File: src/rtl/wb_interconnect_pkg.sv
// Shared types and helpers for the Wishbone interconnect blocks.
// Holds the router state encoding and an offset helper for flattened
// per-port vectors (port k occupies [k*width +: width]).
package wb_interconnect_pkg;

  typedef enum logic [1:0] {
    IDLE   = 2'd0,
    ACTIVE = 2'd1,
    ERR    = 2'd2
  } state_t;

  // Low bit index of port idx inside a flattened vector of width-bit fields.
  function automatic int slice_lo(input int idx, input int width);
    return idx * width;
  endfunction

endpackage

File: src/rtl/wb_interconnect_tgt_sel_if.sv
// Bus bundle for the target-select router: the granted initiator's
// classic-cycle signals plus the flattened per-target signals.
// master: the initiator and targets side; slave: the router itself.
interface wb_interconnect_tgt_sel_if #(
  parameter int N_TGT = 2,
  parameter int ADR_W = 32,
  parameter int DAT_W = 32
);
  localparam int SEL_W = DAT_W / 8;

  // initiator side
  logic [ADR_W-1:0]         i_adr;
  logic [DAT_W-1:0]         i_dat_w;
  logic [DAT_W-1:0]         i_dat_r;
  logic                     i_cyc;
  logic                     i_stb;
  logic                     i_we;
  logic [SEL_W-1:0]         i_sel;
  logic                     i_ack;
  logic                     i_err;

  // target side, flattened per port
  logic [N_TGT*ADR_W-1:0]   t_adr;
  logic [N_TGT*DAT_W-1:0]   t_dat_w;
  logic [N_TGT*DAT_W-1:0]   t_dat_r;
  logic [N_TGT-1:0]         t_cyc;
  logic [N_TGT-1:0]         t_stb;
  logic [N_TGT-1:0]         t_we;
  logic [N_TGT*SEL_W-1:0]   t_sel;
  logic [N_TGT-1:0]         t_ack;
  logic [N_TGT-1:0]         t_err;

  modport master (
    output i_adr, i_dat_w, i_cyc, i_stb, i_we, i_sel,
    input  i_dat_r, i_ack, i_err,
    input  t_adr, t_dat_w, t_cyc, t_stb, t_we, t_sel,
    output t_dat_r, t_ack, t_err
  );

  modport slave (
    input  i_adr, i_dat_w, i_cyc, i_stb, i_we, i_sel,
    output i_dat_r, i_ack, i_err,
    output t_adr, t_dat_w, t_cyc, t_stb, t_we, t_sel,
    input  t_dat_r, t_ack, t_err
  );

endinterface

File: src/rtl/wb_interconnect_adr_dec.sv
// Combinational address decoder: compares an address against every
// target's base/mask window and returns a one-hot select (lowest
// matching index wins) plus a hit flag. Kept standalone so a future
// multi-initiator crossbar can reuse it per initiator.
module wb_interconnect_adr_dec #(
  parameter int                     N_TGT      = 2,
  parameter int                     ADR_W      = 32,
  parameter logic [N_TGT*ADR_W-1:0] T_ADR      = '0,
  parameter logic [N_TGT*ADR_W-1:0] T_ADR_MASK = '0
) (
  input  logic [ADR_W-1:0] adr,
  output logic [N_TGT-1:0] sel,
  output logic             hit
);

  logic [N_TGT-1:0] match;

  for (genvar gi = 0; gi < N_TGT; gi++) begin : g_match
    localparam logic [ADR_W-1:0] BASE = T_ADR[gi*ADR_W +: ADR_W];
    localparam logic [ADR_W-1:0] MASK = T_ADR_MASK[gi*ADR_W +: ADR_W];
    assign match[gi] = ((adr & MASK) == (BASE & MASK));
  end

  // Isolate the lowest set bit so overlapping windows resolve to one target.
  assign sel = match & (~match + N_TGT'(1));
  assign hit = |match;

endmodule

File: src/rtl/wb_interconnect_tgt_sel.sv
// Single-initiator to N-target Wishbone router. Decodes the granted
// initiator's address, forwards the cycle to the selected target and
// returns its ack/err/read data combinationally; unmapped addresses get
// a one-cycle error response.
// Optional build macro WB_INTERCONNECT_TGT_SEL_TIMEOUT_EN: errors out an
// access that no target answers within TIMEOUT cycles.
module wb_interconnect_tgt_sel
  import wb_interconnect_pkg::*;
#(
  parameter int                     N_TGT      = 2,
  parameter int                     ADR_W      = 32,
  parameter int                     DAT_W      = 32,
  parameter logic [N_TGT*ADR_W-1:0] T_ADR      = '0,
  parameter logic [N_TGT*ADR_W-1:0] T_ADR_MASK = '0,
  parameter int                     TIMEOUT    = 256
) (
  input logic                      clk,
  input logic                      rst,
  wb_interconnect_tgt_sel_if.slave bus
);

  localparam int SEL_W = DAT_W / 8;

  state_t           state_reg, state_next;
  logic [N_TGT-1:0] tsel_reg;
  logic [ADR_W-1:0] adr_reg;
  logic [DAT_W-1:0] dat_w_reg;
  logic [SEL_W-1:0] bsel_reg;
  logic             we_reg;

  logic [N_TGT-1:0] dec_sel;
  logic             dec_hit;
  logic             req;
  logic             resp;
  logic             expire;

  logic [N_TGT-1:0] t_cyc_c;
  logic [N_TGT-1:0] t_we_c;
  logic             i_ack_c;
  logic             i_err_c;
  logic [DAT_W-1:0] i_dat_r_c;

  wb_interconnect_adr_dec #(
    .N_TGT      (N_TGT),
    .ADR_W      (ADR_W),
    .T_ADR      (T_ADR),
    .T_ADR_MASK (T_ADR_MASK)
  ) u_adr_dec (
    .adr (bus.i_adr),
    .sel (dec_sel),
    .hit (dec_hit)
  );

  assign req  = bus.i_cyc & bus.i_stb;
  assign resp = |((bus.t_ack | bus.t_err) & tsel_reg);

`ifdef WB_INTERCONNECT_TGT_SEL_TIMEOUT_EN
  localparam int CNT_W = $clog2(TIMEOUT);

  logic [CNT_W-1:0] cnt_reg;

  // Count cycles spent waiting in ACTIVE; restarts from zero on every new access.
  always_ff @(posedge clk) begin
    if (rst || state_reg != ACTIVE) begin
      cnt_reg <= '0;
    end else begin
      cnt_reg <= cnt_reg + CNT_W'(1);
    end
  end

  // A response arriving on the expiry cycle takes priority over the timeout.
  assign expire = (cnt_reg == CNT_W'(TIMEOUT - 1)) & ~resp;
`else
  logic unused_timeout;
  assign unused_timeout = ^TIMEOUT;
  assign expire         = 1'b0;
`endif

  // Capture the request and its decoded target when a new cycle starts.
  always_ff @(posedge clk) begin
    if (rst) begin
      tsel_reg  <= '0;
      adr_reg   <= '0;
      dat_w_reg <= '0;
      bsel_reg  <= '0;
      we_reg    <= 1'b0;
    end else if (state_reg == IDLE && req) begin
      tsel_reg  <= dec_sel;
      adr_reg   <= bus.i_adr;
      dat_w_reg <= bus.i_dat_w;
      bsel_reg  <= bus.i_sel;
      we_reg    <= bus.i_we;
    end
  end

  // State register.
  always_ff @(posedge clk) begin
    if (rst) begin
      state_reg <= IDLE;
    end else begin
      state_reg <= state_next;
    end
  end

  // Next state plus routed control and response signals.
  always_comb begin
    state_next = state_reg;
    t_cyc_c    = '0;
    t_we_c     = '0;
    i_ack_c    = 1'b0;
    i_err_c    = 1'b0;
    i_dat_r_c  = '0;
    case (state_reg)
      IDLE: begin
        if (req) begin
          state_next = dec_hit ? ACTIVE : ERR;
        end
      end
      ACTIVE: begin
        if (bus.i_cyc && !expire) begin
          t_cyc_c = tsel_reg;
        end
        t_we_c = we_reg ? tsel_reg : '0;
        // An aborted cycle must not leak a response back to the initiator.
        if (bus.i_cyc) begin
          i_ack_c = |(bus.t_ack & tsel_reg);
          i_err_c = |(bus.t_err & tsel_reg);
        end
        for (int k = 0; k < N_TGT; k++) begin
          if (tsel_reg[k]) begin
            i_dat_r_c = bus.t_dat_r[slice_lo(k, DAT_W) +: DAT_W];
          end
        end
        if (!bus.i_cyc || resp) begin
          state_next = IDLE;
        end else if (expire) begin
          state_next = ERR;
        end
      end
      ERR: begin
        i_err_c    = 1'b1;
        state_next = IDLE;
      end
      default: begin
        state_next = IDLE;
      end
    endcase
  end

  assign bus.t_cyc   = t_cyc_c;
  assign bus.t_stb   = t_cyc_c;
  assign bus.t_we    = t_we_c;
  assign bus.t_adr   = {N_TGT{adr_reg}};
  assign bus.t_dat_w = {N_TGT{dat_w_reg}};
  assign bus.t_sel   = {N_TGT{bsel_reg}};
  assign bus.i_ack   = i_ack_c;
  assign bus.i_err   = i_err_c;
  assign bus.i_dat_r = i_dat_r_c;

endmodule

File: src/flat_wrapper.sv
// flat-port wrapper written by rule: the top's interface ports become plain ports
module wb_interconnect_tgt_sel_flat import wb_interconnect_pkg::*;
#(
  parameter int                     N_TGT      = 2,
  parameter int                     ADR_W      = 32,
  parameter int                     DAT_W      = 32,
  parameter logic [N_TGT*ADR_W-1:0] T_ADR      = '0,
  parameter logic [N_TGT*ADR_W-1:0] T_ADR_MASK = '0,
  parameter int                     TIMEOUT    = 256
)
  (clk, rst, bus_i_adr, bus_i_dat_w, bus_i_cyc, bus_i_stb, bus_i_we, bus_i_sel, bus_i_dat_r, bus_i_ack, bus_i_err, bus_t_adr, bus_t_dat_w, bus_t_cyc, bus_t_stb, bus_t_we, bus_t_sel, bus_t_dat_r, bus_t_ack, bus_t_err);
  wb_interconnect_tgt_sel_if #(.N_TGT(N_TGT), .ADR_W(ADR_W), .DAT_W(DAT_W)) bus_i ();
  input logic clk;
  input logic rst;
  input wire logic [$bits(bus_i.i_adr)-1:0] bus_i_adr;
  input wire logic [$bits(bus_i.i_dat_w)-1:0] bus_i_dat_w;
  input wire logic [$bits(bus_i.i_cyc)-1:0] bus_i_cyc;
  input wire logic [$bits(bus_i.i_stb)-1:0] bus_i_stb;
  input wire logic [$bits(bus_i.i_we)-1:0] bus_i_we;
  input wire logic [$bits(bus_i.i_sel)-1:0] bus_i_sel;
  output wire logic [$bits(bus_i.i_dat_r)-1:0] bus_i_dat_r;
  output wire logic [$bits(bus_i.i_ack)-1:0] bus_i_ack;
  output wire logic [$bits(bus_i.i_err)-1:0] bus_i_err;
  output wire logic [$bits(bus_i.t_adr)-1:0] bus_t_adr;
  output wire logic [$bits(bus_i.t_dat_w)-1:0] bus_t_dat_w;
  output wire logic [$bits(bus_i.t_cyc)-1:0] bus_t_cyc;
  output wire logic [$bits(bus_i.t_stb)-1:0] bus_t_stb;
  output wire logic [$bits(bus_i.t_we)-1:0] bus_t_we;
  output wire logic [$bits(bus_i.t_sel)-1:0] bus_t_sel;
  input wire logic [$bits(bus_i.t_dat_r)-1:0] bus_t_dat_r;
  input wire logic [$bits(bus_i.t_ack)-1:0] bus_t_ack;
  input wire logic [$bits(bus_i.t_err)-1:0] bus_t_err;
  assign bus_i.i_adr = bus_i_adr;
  assign bus_i.i_dat_w = bus_i_dat_w;
  assign bus_i.i_cyc = bus_i_cyc;
  assign bus_i.i_stb = bus_i_stb;
  assign bus_i.i_we = bus_i_we;
  assign bus_i.i_sel = bus_i_sel;
  assign bus_i_dat_r = bus_i.i_dat_r;
  assign bus_i_ack = bus_i.i_ack;
  assign bus_i_err = bus_i.i_err;
  assign bus_t_adr = bus_i.t_adr;
  assign bus_t_dat_w = bus_i.t_dat_w;
  assign bus_t_cyc = bus_i.t_cyc;
  assign bus_t_stb = bus_i.t_stb;
  assign bus_t_we = bus_i.t_we;
  assign bus_t_sel = bus_i.t_sel;
  assign bus_i.t_dat_r = bus_t_dat_r;
  assign bus_i.t_ack = bus_t_ack;
  assign bus_i.t_err = bus_t_err;
  wb_interconnect_tgt_sel #(.N_TGT(N_TGT), .ADR_W(ADR_W), .DAT_W(DAT_W), .T_ADR(T_ADR), .T_ADR_MASK(T_ADR_MASK), .TIMEOUT(TIMEOUT)) u_core (.clk(clk), .rst(rst), .bus(bus_i));
endmodule
File: config.mk
export PLATFORM = sky130hd
export DESIGN_NAME = wb_interconnect_tgt_sel_flat
export DESIGN_NICKNAME = d
export VERILOG_FILES = /design/src/rtl/wb_interconnect_pkg.sv /design/src/rtl/wb_interconnect_tgt_sel_if.sv /design/src/rtl/wb_interconnect_adr_dec.sv /design/src/rtl/wb_interconnect_tgt_sel.sv /design/src/flat_wrapper.sv
export SDC_FILE = /design/constraint.sdc
export NUM_CORES = 1
export LEC_CHECK = 0
export ABC_CLOCK_PERIOD_IN_PS = 1800
export BUFFER_PORTS_ARGS = -buffer_cell sky130_fd_sc_hd__buf_2
export CAP_MARGIN = 10
export CORE_AREA = 2 2 123 125
export DETAILED_ROUTE_END_ITERATION = 6
export DIE_AREA = 0 0 125 127
export SLEW_MARGIN = 0
export SYNTH_ARGS = -nofsm -noshare
export SYNTH_HDL_FRONTEND = slang
export SYNTH_SLANG_ARGS = --single-unit
File: constraint.sdc
create_clock -name clk -period 1.8 [get_ports clk]
set_input_delay 0.27 -clock clk [delete_from_list [all_inputs] [get_ports clk]]
set_output_delay 0.27 -clock clk [all_outputs]
set_load 0.02 [all_outputs]
==> impl_metrics.env <==
export IMPL_cts_root_buffer="clkbuf_16"
export IMPL_cp_arrival_ns=1.41
export IMPL_holdBufCountCts=0
export IMPL_detail_route_antenna_nets=0
export IMPL_worst_ep_required_time_ns=1.53
export IMPL_timing_critical_path_from="u_core.state_reg[0]"
export IMPL_drt_pass1_iter_count=4
export IMPL_rows=44
export IMPL_syn_to_final_growth_pct=30.9
export IMPL_yosysWarnings=0
export IMPL_r2r_start="u_core.state_reg[0]"
export IMPL_die_h_um=127
export IMPL_hpwl_um=7730
export IMPL_period_share_pct=93.3
export IMPL_synth_cell_types=17
export IMPL_powerDensity_nw_per_um2=810
export IMPL_first_global_vias=2996
export IMPL_num_io_pins=317
export IMPL_setup_viol=0
export IMPL_clkLatencyLatePin_ns=0.33
export IMPL_drtIter0Drc=49
export IMPL_n_antenna_cell=0
export IMPL_antenna_found_initial=0
export IMPL_ctsHtreeMaxLevel=3
export IMPL_cts_made_buffers=9
export IMPL_nFillCells=1478
export IMPL_fp_dieW_um=125
export IMPL_hp_class="input port to flop"
export IMPL_layout_drive_gt1_share_pct=49.0
export IMPL_grt_usage_pct=12.3
export IMPL_crit_fanout=36
export IMPL_seq_area_frac_synth_pct=35.2
export IMPL_place_gp_congestion=0.811
export IMPL_fmaxAchievable_ghz=0.595
export IMPL_clk_pin_slew_worst_paths_ns=0.06
export IMPL_post_cts_buffers=0
export IMPL_critical_path_class="flop to output port"
export IMPL_grt_overflow=0
export IMPL_vias_per_cell=4.06
export IMPL_ff_latch_area_um2=1420
export IMPL_rsz0062_at_grt="false"
export IMPL_grt_pass1_wl_um=15300
export IMPL_grt_max_degree=141
export IMPL_status="finished, final reports clean"
export IMPL_num_vias=3279
export IMPL_syn_area_um2=4030
export IMPL_cts_tree="yes"
export IMPL_finalMaxSlewViolations=0
export IMPL_min_period_ns=1.68
export IMPL_multi_input_area_um2=1840
export IMPL_timing_hold_ws_ns=0.186
export IMPL_endpoint_kind="output port"
export IMPL_synth_area_leaders="dfxtp_1, nand2b_1, mux2i_1"
export IMPL_finClkSkew_ns=0.00529
export IMPL_ff2ff_path_depth=3
export IMPL_wl_per_cell_um=12.6
export IMPL_leakage_nw=2.85
export IMPL_portBuffers=279
export IMPL_finalSetupTns_ns=0
export IMPL_cp_start_kind="flop"
export IMPL_cts_resized=0
export IMPL_drc=0
export IMPL_synth_top_area_share_pct=35.2
export IMPL_start_util_pct=28.0
export IMPL_yosys_area_top_type="dfxtp_1"
export IMPL_cts_sinks=71
export IMPL_ys_seq_elements=71
export IMPL_power_total_mw=4.28
export IMPL_peakVddDrop_uv=490
export IMPL_netlist_instances=422
export IMPL_r2r_end="u_core.adr_reg[23]"
export IMPL_final_nets=759
export IMPL_finalHoldViolCount=0
export IMPL_syn_area_per_cell_um2=9.56
export IMPL_endpoint="bus_i_ack"
export IMPL_cap_violations=0
export IMPL_coreArea_um2=14400
export IMPL_die_area_um2=15900
export IMPL_wl_um=10200
export IMPL_clock_path_buffers=2
export IMPL_r2r_slack_ns=0.41
[per-stage QoR]
stage          worst slack [ns]  cell area [µm²]  util (%)  cells
3_5_place_dp              0.417             4970      34.5    791
5_1_grt                 0.00792             5280      36.6    807
6_report                  0.121             5280      36.6    807
4_1_cts                  0.0255             5270      36.5    807
2_1_floorplan             0.606             4040         -    424
3_3_place_gp              0.416             4970      34.5    791
[Yosys cell counts]
cell / instances
nor2_1: 1
o21ba_1: 1
buf_4: 72
conb_1: 1
and3_1: 30
buf_12: 7
nand2b_1: 138
dfxtp_1: 71
nor4bb_1: 1
buf_6: 2
buf_2: 1
and3_2: 4
clkbuf_1: 20
o211ai_1: 1
and3b_1: 1
mux2i_1: 69
and2_1: 2
[cells in the final DEF, fill, tap and decap left out]
cell type   instances
clkinvlp_4          3
buf_12              3
conb_1              3
nor2_1              1
buf_8               1
and3_1             30
nand2b_1          138
clkbuf_8            1
buf_4               2
and2_1              2
and3b_4             1
o211ai_1            1
o21ba_1             1
clkbuf_1            1
mux2i_1            69
clkinv_2            1
bufinv_16           1
and3_2              4
nor4bb_1            1
dfxtp_1            71
clkbuf_16           9
buf_2             279
[cells by family (layout without fill, tap and decap cells)]
kind of cell / after synthesis / after routing / synth area share (%)
AOI/OAI and AO/OA: 2 / 2 / 0.434
buffers and inverters: 102 / 301 / 19.4
DFF: 71 / 71 / 35.2
muxes: 69 / 69 / 17.1
other: 1 / 3 / 0.0930
and+or+nand+nor: 177 / 177 / 27.7
[worst min path at each step]
stage | startpoint | endpoint | cells past startpoint
after floorplan | bus_i_adr[0] | u_core.adr_reg[0] | 2
after global placement | u_core.we_reg | u_core.we_reg | 2
after detailed placement | u_core.dat_w_reg[3] | u_core.dat_w_reg[3] | 2
after CTS | bus_i_dat_w[10] | u_core.dat_w_reg[10] | 3
after global routing | bus_i_dat_w[3] | u_core.dat_w_reg[3] | 3
final | bus_i_dat_w[17] | u_core.dat_w_reg[17] | 3
[report_power, final]
part	internal (mW)	total [mW]	switching, mW
Sequential	1.65	1.71	0.0590
Combinational	0.341	0.779	0.438
Clock	1.11	1.78	0.676
Total	3.10	4.28	1.17
[worst max-delay path, stage by stage, from the launching register on]
cell	delay, ns
dfxtp_1	0.35
buf_8	0.19
and3_2	0.23
and2_1	0.14
buf_2	0.16
[metal layers]
layer	vias up	track usage (%)	wire [µm]
li1	1674	-	-
met1	1434	13.0	3950
met2	160	22.3	5250
met3	11	3.18	746
met4	0	6.67	214
met5	-	0	0
[area by class of cell]
class,count,share of cell area (%)
Multi-Input combinational cell,251,34.9
Timing Repair Buffer,285,28.2
Sequential cell,71,26.9
Clock buffer,11,4.60
Tap cell,184,4.36
Clock inverter,5,1.09
Power figures use the tool's default switching activity.
